==> src/rtl/wishbone_bus_if_pkg.sv <==
// Shared bus definitions for the CPU-to-Wishbone master bridge:
// widths, FSM state encodings and the registered request payload.
package wishbone_bus_if_pkg;

  localparam int unsigned WB_AW    = 32;
  localparam int unsigned WB_DW    = 32;
  localparam int unsigned WB_SW    = WB_DW / 8;
  localparam int unsigned STALL_W  = 6;
  localparam int unsigned TO_CNT_W = 10;

  typedef enum logic [1:0] {
    ST_IDLE           = 2'd0,
    ST_BUSY           = 2'd1,
    ST_WAIT_FOR_STALL = 2'd2
  } wb_state_e;

  typedef struct packed {
    logic [WB_AW-1:0] addr;
    logic [WB_DW-1:0] data;
    logic             we;
    logic [WB_SW-1:0] sel;
  } wb_req_t;

endpackage

==> src/rtl/wishbone_bus_if.sv <==
// CPU-to-Wishbone master bridge: one single-beat access at a time, pipeline
// stall handshake, flush abort and a bounded wait for ack (timeout).
module wishbone_bus_if
  import wishbone_bus_if_pkg::*;
#(
  parameter int unsigned TIMEOUT_CYC = 255
) (
  input  logic               clk,
  input  logic               rst,
  input  logic [STALL_W-1:0] stall_i,
  input  logic               flush_i,
  input  logic               cpu_ce_i,
  input  logic               cpu_we_i,
  input  logic [WB_AW-1:0]   cpu_addr_i,
  input  logic [WB_DW-1:0]   cpu_data_i,
  input  logic [WB_SW-1:0]   cpu_sel_i,
  output logic [WB_DW-1:0]   cpu_data_o,
  input  logic [WB_DW-1:0]   wb_data_i,
  input  logic               wb_ack_i,
  output logic [WB_AW-1:0]   wb_addr_o,
  output logic [WB_DW-1:0]   wb_data_o,
  output logic               wb_we_o,
  output logic [WB_SW-1:0]   wb_sel_o,
  output logic               wb_stb_o,
  output logic               wb_cyc_o,
  output logic               stallreq_o,
  output logic               bus_err_o
);

  wb_state_e             state_q, state_d;
  wb_req_t               req_q, req_d;
  logic                  stb_q, stb_d;
  logic [TO_CNT_W-1:0]   cnt_q, cnt_d;
  logic [WB_DW-1:0]      rd_buf_q, rd_buf_d;
  logic                  bus_err_q, bus_err_d;
  logic                  timeout_hit_c;

  // cnt_q counts ack-less BUSY cycles already elapsed; this is the last allowed one
  assign timeout_hit_c = (cnt_q == TO_CNT_W'(TIMEOUT_CYC - 1));

  always_comb begin
    state_d   = state_q;
    req_d     = req_q;
    stb_d     = stb_q;
    cnt_d     = cnt_q;
    rd_buf_d  = rd_buf_q;
    bus_err_d = 1'b0;
    unique case (state_q)
      ST_IDLE: begin
        if (cpu_ce_i && !flush_i) begin
          req_d.addr = cpu_addr_i;
          req_d.data = cpu_data_i;
          req_d.we   = cpu_we_i;
          req_d.sel  = cpu_sel_i;
          stb_d      = 1'b1;
          cnt_d      = '0;
          state_d    = ST_BUSY;
        end
      end
      ST_BUSY: begin
        if (flush_i) begin
          req_d   = '0;
          stb_d   = 1'b0;
          cnt_d   = '0;
          state_d = ST_IDLE;
        end else if (wb_ack_i || timeout_hit_c) begin
          req_d = '0;
          stb_d = 1'b0;
          cnt_d = '0;
          if (wb_ack_i) begin
            if (!req_q.we) begin
              rd_buf_d = wb_data_i;
            end
          end else begin
            rd_buf_d  = '0;
            bus_err_d = 1'b1;
          end
          state_d = (stall_i != '0) ? ST_WAIT_FOR_STALL : ST_IDLE;
        end else begin
          cnt_d = cnt_q + TO_CNT_W'(1);
        end
      end
      ST_WAIT_FOR_STALL: begin
        if (stall_i == '0) begin
          state_d = ST_IDLE;
        end
      end
      default: begin
        state_d = ST_IDLE;
      end
    endcase
  end

  always_ff @(posedge clk or negedge rst) begin
    if (!rst) begin
      state_q   <= ST_IDLE;
      req_q     <= '0;
      stb_q     <= 1'b0;
      cnt_q     <= '0;
      rd_buf_q  <= '0;
      bus_err_q <= 1'b0;
    end else begin
      state_q   <= state_d;
      req_q     <= req_d;
      stb_q     <= stb_d;
      cnt_q     <= cnt_d;
      rd_buf_q  <= rd_buf_d;
      bus_err_q <= bus_err_d;
    end
  end

  // Stall request and read return follow the current state combinationally
  always_comb begin
    stallreq_o = 1'b0;
    cpu_data_o = '0;
    unique case (state_q)
      ST_IDLE: begin
        stallreq_o = cpu_ce_i && !flush_i;
      end
      ST_BUSY: begin
        stallreq_o = !wb_ack_i && !timeout_hit_c;
        if (wb_ack_i && !req_q.we) begin
          cpu_data_o = wb_data_i;
        end
      end
      ST_WAIT_FOR_STALL: begin
        cpu_data_o = rd_buf_q;
      end
      default: begin
        stallreq_o = 1'b0;
      end
    endcase
  end

  assign wb_addr_o = req_q.addr;
  assign wb_data_o = req_q.data;
  assign wb_we_o   = req_q.we;
  assign wb_sel_o  = req_q.sel;
  assign wb_stb_o  = stb_q;
  assign wb_cyc_o  = stb_q;
  assign bus_err_o = bus_err_q;

endmodule

==> config.mk <==
export PLATFORM = sky130hd
export DESIGN_NAME = wishbone_bus_if
export DESIGN_NICKNAME = d
export VERILOG_FILES = /design/src/rtl/wishbone_bus_if_pkg.sv /design/src/rtl/wishbone_bus_if.sv
export SDC_FILE = /design/constraint.sdc
export NUM_CORES = 1
export LEC_CHECK = 0
export ABC_AREA = 1
export BUFFER_PORTS_ARGS = -buffer_cell sky130_fd_sc_hd__buf_2
export CAP_MARGIN = 5
export CORE_AREA = 2 2 142 102
export DETAILED_ROUTE_END_ITERATION = 16
export DIE_AREA = 0 0 144 104
export PLACE_DENSITY = 0.64
export REMOVE_ABC_BUFFERS = 1
export SLEW_MARGIN = 30
export SYNTH_ARGS = -nofsm -noshare
export SYNTH_HDL_FRONTEND = slang
export SYNTH_SLANG_ARGS = --single-unit
==> constraint.sdc <==
create_clock -name clk -period 2.4 [get_ports clk]
set_clock_uncertainty 0.2 [all_clocks]
set_input_delay 0.48 -clock clk [delete_from_list [all_inputs] [get_ports clk]]
set_output_delay 0.48 -clock clk [all_outputs]
set_load 0.02 [all_outputs]
==> results of run 1 <==
==> timing repair <==
action | 4_1_cts | 5_1_grt
hold endpoints to repair | 21 | 0
endpoints found under the setup margin | 33 | 33
gates cloned | 3 | 1
hold buffers | 1 | 0
pin swaps | 8 | 12
setup buffers | 7 | 4
resized for setup | 55 | 32
==> metal layers <==
layer,vias up,wire length [um]
met5,-,0
met3,13,1000
li1,2544,-
met1,2318,7110
met4,0,128
met2,139,7010
==> cell type report <==
class	count	area, um2
Sequential cell	115	2880
Clock buffer	18	429
Timing Repair Buffer	245	1610
Tap cell	190	238
Fill cell	1288	5900
Multi-Input combinational cell	418	2100
Clock inverter	14	144
Inverter	91	347
==> tightest hold or removal path, stage by stage <==
cell and delay, ps:
buf_2 90, inv_1 40, o21ai_1 60
==> cell usage in the layout (no fill, tap or decap), types with 2 or more instances in the layout <==
cell / synthesis / final
nand3_4: 1 / 3
nor2_1: 21 / 20
a21oi_1: 36 / 18
o21ai_1: 99 / 99
buf_6: 7 / 10
buf_12: 0 / 9
nand3_1: 41 / 35
inv_2: 2 / 5
xor2_1: 4 / 4
nand4_1: 4 / 4
clkinvlp_4: 0 / 4
inv_8: 0 / 2
ha_4: 0 / 3
a21oi_2: 0 / 16
ha_1: 5 / 2
clkbuf_16: 0 / 18
inv_6: 0 / 6
o21ai_0: 4 / 4
buf_4: 1 / 38
a21oi_4: 0 / 2
buf_2: 8 / 183
inv_1: 89 / 84
inv_4: 0 / 2
dfrtp_1: 115 / 114
buf_16: 0 / 3
nand2_2: 3 / 5
nand3_2: 0 / 4
nand2_1: 195 / 193
==> worst paths after layout <==
check / startpoint / end / slack (ps) / depth (start not counted)
max in group asynchronous: rst / wb_data_o[29] / 1070 / 3
worst min register to register: wb_data_o[0] / wb_data_o[0] / 280 / 2
worst max-delay path: state_q[1] / cpu_data_o[14] / -170 / 9
worst max register to register: state_q[1] / cnt_q[6] / 300 / 11
min in group asynchronous: rst / wb_data_o[24] / 320 / 2
worst min-delay path: cpu_addr_i[9] / wb_addr_o[9] / 100 / 3
==> cells in the mapped netlist, drive strengths merged <==
library cell | instances | share of area (%)
a21oi | 36 | 3.4
buf | 16 | 2.4
clkbuf | 23 | 1.6
dfrtp | 115 | 54
ha | 5 | 1.2
inv | 91 | 6.4
nand2 | 198 | 14
nand3 | 42 | 4.2
nand3b | 1 | 0.14
nand4 | 4 | 0.47
nor2 | 23 | 2.0
nor3 | 2 | 0.28
o21ai | 103 | 9.6
xor2 | 4 | 0.65
==> power breakdown <==
group | switching [mW] | internal, mW
Clock | 0.990 | 1.46
Sequential | 0.513 | 2.83
Combinational | 2.84 | 1.77
Total | 4.34 | 6.06
==> cell families after synthesis <==
kind of cell	count (synthesis)
AND/OR/NAND/NOR	270
buffers and inverters	130
XOR/XNOR	4
flip-flops	115
AO/OA/AOI/OAI	139
adder cells (fa/ha/maj)	5
==> sequential cells by signal, indices dropped and copies added, names as in the netlist <==
name / cells
wb_we_o: 1
bus_err_o: 1
wb_addr_o: 32
wb_cyc_o: 1
cnt_q: 10
wb_data_o: 32
state_q: 2
rd_buf_q: 32
wb_sel_o: 4
==> impl_metrics.ini, run 1 <==
[global_route]
overflow = 0
globalRoute.busiestLayer = met2
grt_pass1_wl_um = 23900
grt.total_usage_pct = 20.2
grt_pass1_vias = 4743
grt_use_met3_pct = 6.45
grt_max_degree = 71
antenna_found_initial = 0
use_met1_pct = 28.2
grtUsageMet2_pct = 30.2

[worst_setup_path]
max_stage_delay_ps = 380
worstPathArrival_ps = 1890
cp_max_fo = 8
path_cells = inv_2 -> ha_4 -> inv_4 -> nor2_4 -> buf_6 -> buf_16 -> nand3_1 -> a21oi_1 -> buf_4
crit_type = flip-flop to primary output
path_delay_family = buffers and inverters
crit_path_start_kind = flip-flop
crit_buf_inv = 5
cp.required_ps = 1720
worstSetupEndpointType = primary output
slowest_stage = dfrtp_1

[place]
hpwl_um = 10000
io_buffers = 216
dpl.cell_count = 1044
post-place-ws_ps = 167
placed_area_mm2 = 0.00669
place_congestion = 0.765

[synth]
ys_seq_elements = 115
synth_area_mm2 = 0.00535
synth_top_family_by_area = simple AND/OR/NAND/NOR gates
synth_warnings = 0
yosys.area_share.simple_pct = 21.0
synth-seq-area-share_pct = 53.8
avgSynthCellArea_um2 = 8.07
synthAdderAreaFrac_pct = 1.17
synth_xor_area_share_pct = 0.655
synth-compound-area-share_pct = 13.0
synth_mux_area_share_pct = 0
synth_cells = 663
synthDistinctLibCells = 23

[timing]
fin_ws_ps = -173
rsz0062_at_grt = yes
finalHoldViolCount = 0
whs_ps = 101
fin_crit_sh_pct = 107
setup_viol = 32
fin_crit_ps = 2570
fmax_mhz = 389
tightestPinTransition_ps = 376
maxSlewViolCount = 0
tns_ps = -2580
relSlewSlack_pct = 75.0

[routing]
route.detailed.drc = 0
drtPass1Iterations = 5
vias = 5014
vias_per_cell = 4.60
drtIter0Drc = 337
postRouteAntennaNets = 0
wl_per_cell_um = 14.0
wl_um = 15200

[power_and_ir_drop]
p_leak_nw = 4.12
p_per_area_mw_per_mm2 = 1340
ir_drop_mv = 0.709
report.power.total_mw = 10.4

[final_layout]
utilization_pct = 56.7
drive_gt1_share_pct = 35.5
fin_area_mm2 = 0.00774
final_nets = 1005
final_cells = 1091
area_delta_synth_final_pct = 44.7
n_antenna_cell = 0

[flow_run]
drv_cap = 0

[min_path]
hold_path.class = input port to flip-flop

[clock_network]
clock_latency_ps = 400
cts-root-buf = clkbuf_16
cts.reportedPaths.clkPinSlew_ps = 60
cts_made_buffers = 17
cts_max_path_buffers = 2
cts_tree = done
htree_levels = 4
clkSinkCount = 115

[floorplan]
die_y_um = 104
dieArea_mm2 = 0.0150
rows = 36
core_area_mm2 = 0.0136
initial_utilization_pct = 39.2
die_w_um = 144
pin_count = 217

[run_status]
violations = setup timing
status = complete, but fails checks
Power figures use the tool's default switching activity.
==> inputs of run 2 (changes only) <==
--- a/config.mk
+++ b/config.mk
@@ -11,7 +11,7 @@
 export CORE_AREA = 2 2 142 102
 export DETAILED_ROUTE_END_ITERATION = 16
 export DIE_AREA = 0 0 144 104
-export PLACE_DENSITY = 0.64
+export PLACE_DENSITY = 0.7
 export REMOVE_ABC_BUFFERS = 1
 export SLEW_MARGIN = 30
 export SYNTH_ARGS = -nofsm -noshare
==> impl_metrics.ini, run 2 (synthesized netlist as in run 1, its figures left out) <==
[power_and_ir_drop]
report.power.total_mw = 10.5
power_frac_seq_pct = 31.5
internal-power_mw = 6.16
p_per_area_mw_per_mm2 = 1340
clock_power_share_pct = 23.6
p_leak_nw = 4.13
comb_power_share_pct = 44.9
ir_drop_mv = 0.585
swShare_pct = 41.6
p_switching_mw = 4.38

[final_layout]
utilization_pct = 57.6
drive_gt1_share_pct = 37.9
layout_commonest_cell = nand2_1
final_cell_mix = nand2_1 (193), buf_2 (182), dfrtp_1 (115)
fin_area_mm2 = 0.00786
area_delta_synth_final_pct = 46.9
final_nets = 1006
n_antenna_cell = 0

[worst_setup_path]
slowest_stage = dfrtp_1
crit_path_start_kind = flip-flop
path_cells = inv_2 -> ha_4 -> inv_4 -> nor2_4 -> buf_6 -> buf_16 -> nand3_1 -> a21oi_2 -> buf_4
cp_max_fo = 8
worstSetupEndpointType = primary output
cp.required_ps = 1720
regToRegStartpoint = state_q[0]
max_stage_delay_ps = 380
crit_type = flip-flop to primary output
cp-startpoint = state_q[1]
worstPathArrival_ps = 1850

[clock_network]
clock_latency_ps = 400
cts-root-buf = clkbuf_16
cts_made_buffers = 17
cts_max_path_buffers = 2
clkSinkCount = 115
cts.reportedPaths.clkPinSlew_ps = 60
cts_tree = done
htree_levels = 4

[timing]
fin_crit_ps = 2530
tns_ps = -2800
setup_viol = 32
relSlewSlack_pct = 69.3
rsz0062_at_grt = yes
fmax_mhz = 396
maxSlewViolCount = 0
tightestPinTransition_ps = 460
finalHoldViolCount = 0
fin_crit_sh_pct = 105
fin_ws_ps = -126

[floorplan]
die_w_um = 144
dieArea_mm2 = 0.0150
initial_utilization_pct = 39.2
rows = 36
die_y_um = 104
pin_count = 217
core_area_mm2 = 0.0136

[routing]
drtPass1Iterations = 5
vias = 5174
route.detailed.drc = 0
wl_um = 15400
drtIter0Drc = 297
wl_per_cell_um = 14.1
vias_per_cell = 4.74
postRouteAntennaNets = 0

[global_route]
grt_max_degree = 65
grt.total_usage_pct = 20.1
grt_pass1_vias = 4786
overflow = 0
antenna_found_initial = 0
grt_pass1_wl_um = 24200

[min_path]
hold_path.class = input port to flip-flop
hp-start = cpu_data_i[1]

[run_status]
violations = setup timing
status = complete, but fails checks

[place]
io_buffers = 216
hpwl_um = 9860
placed_area_mm2 = 0.00667
place_congestion = 0.814

[flow_run]
drv_cap = 0
==> run 2: worst paths after layout <==
path | to | slack [ps] | cells past startpoint
max in group asynchronous | rd_buf_q[19] | 1050 | 3
worst min register to register | wb_data_o[22] | 280 | 2
worst max register to register | cnt_q[6] | 260 | 9
worst max-delay path | cpu_data_o[4] | -130 | 9
min in group asynchronous | wb_data_o[2] | 360 | 2
worst min-delay path | wb_data_o[1] | 100 | 3
==> run 2: what timing repair did <==
| item | in CTS | in global routing |
|---|---|---|
| gates cloned | 3 | 2 |
| resized for setup | 62 | 47 |
| hold buffers | 1 | 0 |
| pin swaps | 8 | 19 |
| setup buffers | 9 | 4 |
| hold endpoints to repair | 28 | 0 |
| setup endpoints to repair | 33 | 33 |
==> run 2: power by group through the flow <==
stage	sequential [mW]	clock (mW)	combinational (mW)
after floorplan	4.05	0	1.53
after global placement	3.32	0	3.82
after detailed placement	3.31	0	3.91
after CTS	3.32	2.54	4.41
after global routing	3.44	2.62	5.13
final	3.32	2.49	4.74
==> run 2: worst max-delay path: cells and delay by family (launching register included) <==
family	cells	cell delay, ps
buf+inv	5	560
flops	1	380
simple gates	2	200
compound gates	1	160
fa+ha+maj	1	140
==> run 2: cell type report <==
class,instances,area (um2)
Sequential cell,115,2880
Clock inverter,15,158
Clock buffer,17,425
Multi-Input combinational cell,418,2170
Timing Repair Buffer,246,1640
Tap cell,190,238
Fill cell,1236,5790
Inverter,91,344
==> run 2: layer usage <==
metal | GRT usage (%) | vias up | wire length (um)
met3 | 4.88 | 22 | 970
met4 | 5.95 | 0 | 182
met2 | 30.3 | 155 | 7170
met5 | 0 | - | 0
met1 | 28.7 | 2455 | 7110
li1 | - | 2542 | -
==> run 2: metrics by stage <==
step           std cells  setup WS, ps  hold WS (ps)
2_1_floorplan        624          -485         -15.6
3_3_place_gp        1042           205           251
3_5_place_dp        1042           176           252
4_1_cts             1086          -108          85.3
5_1_grt             1092          -212          93.1
6_report            1092          -126           102
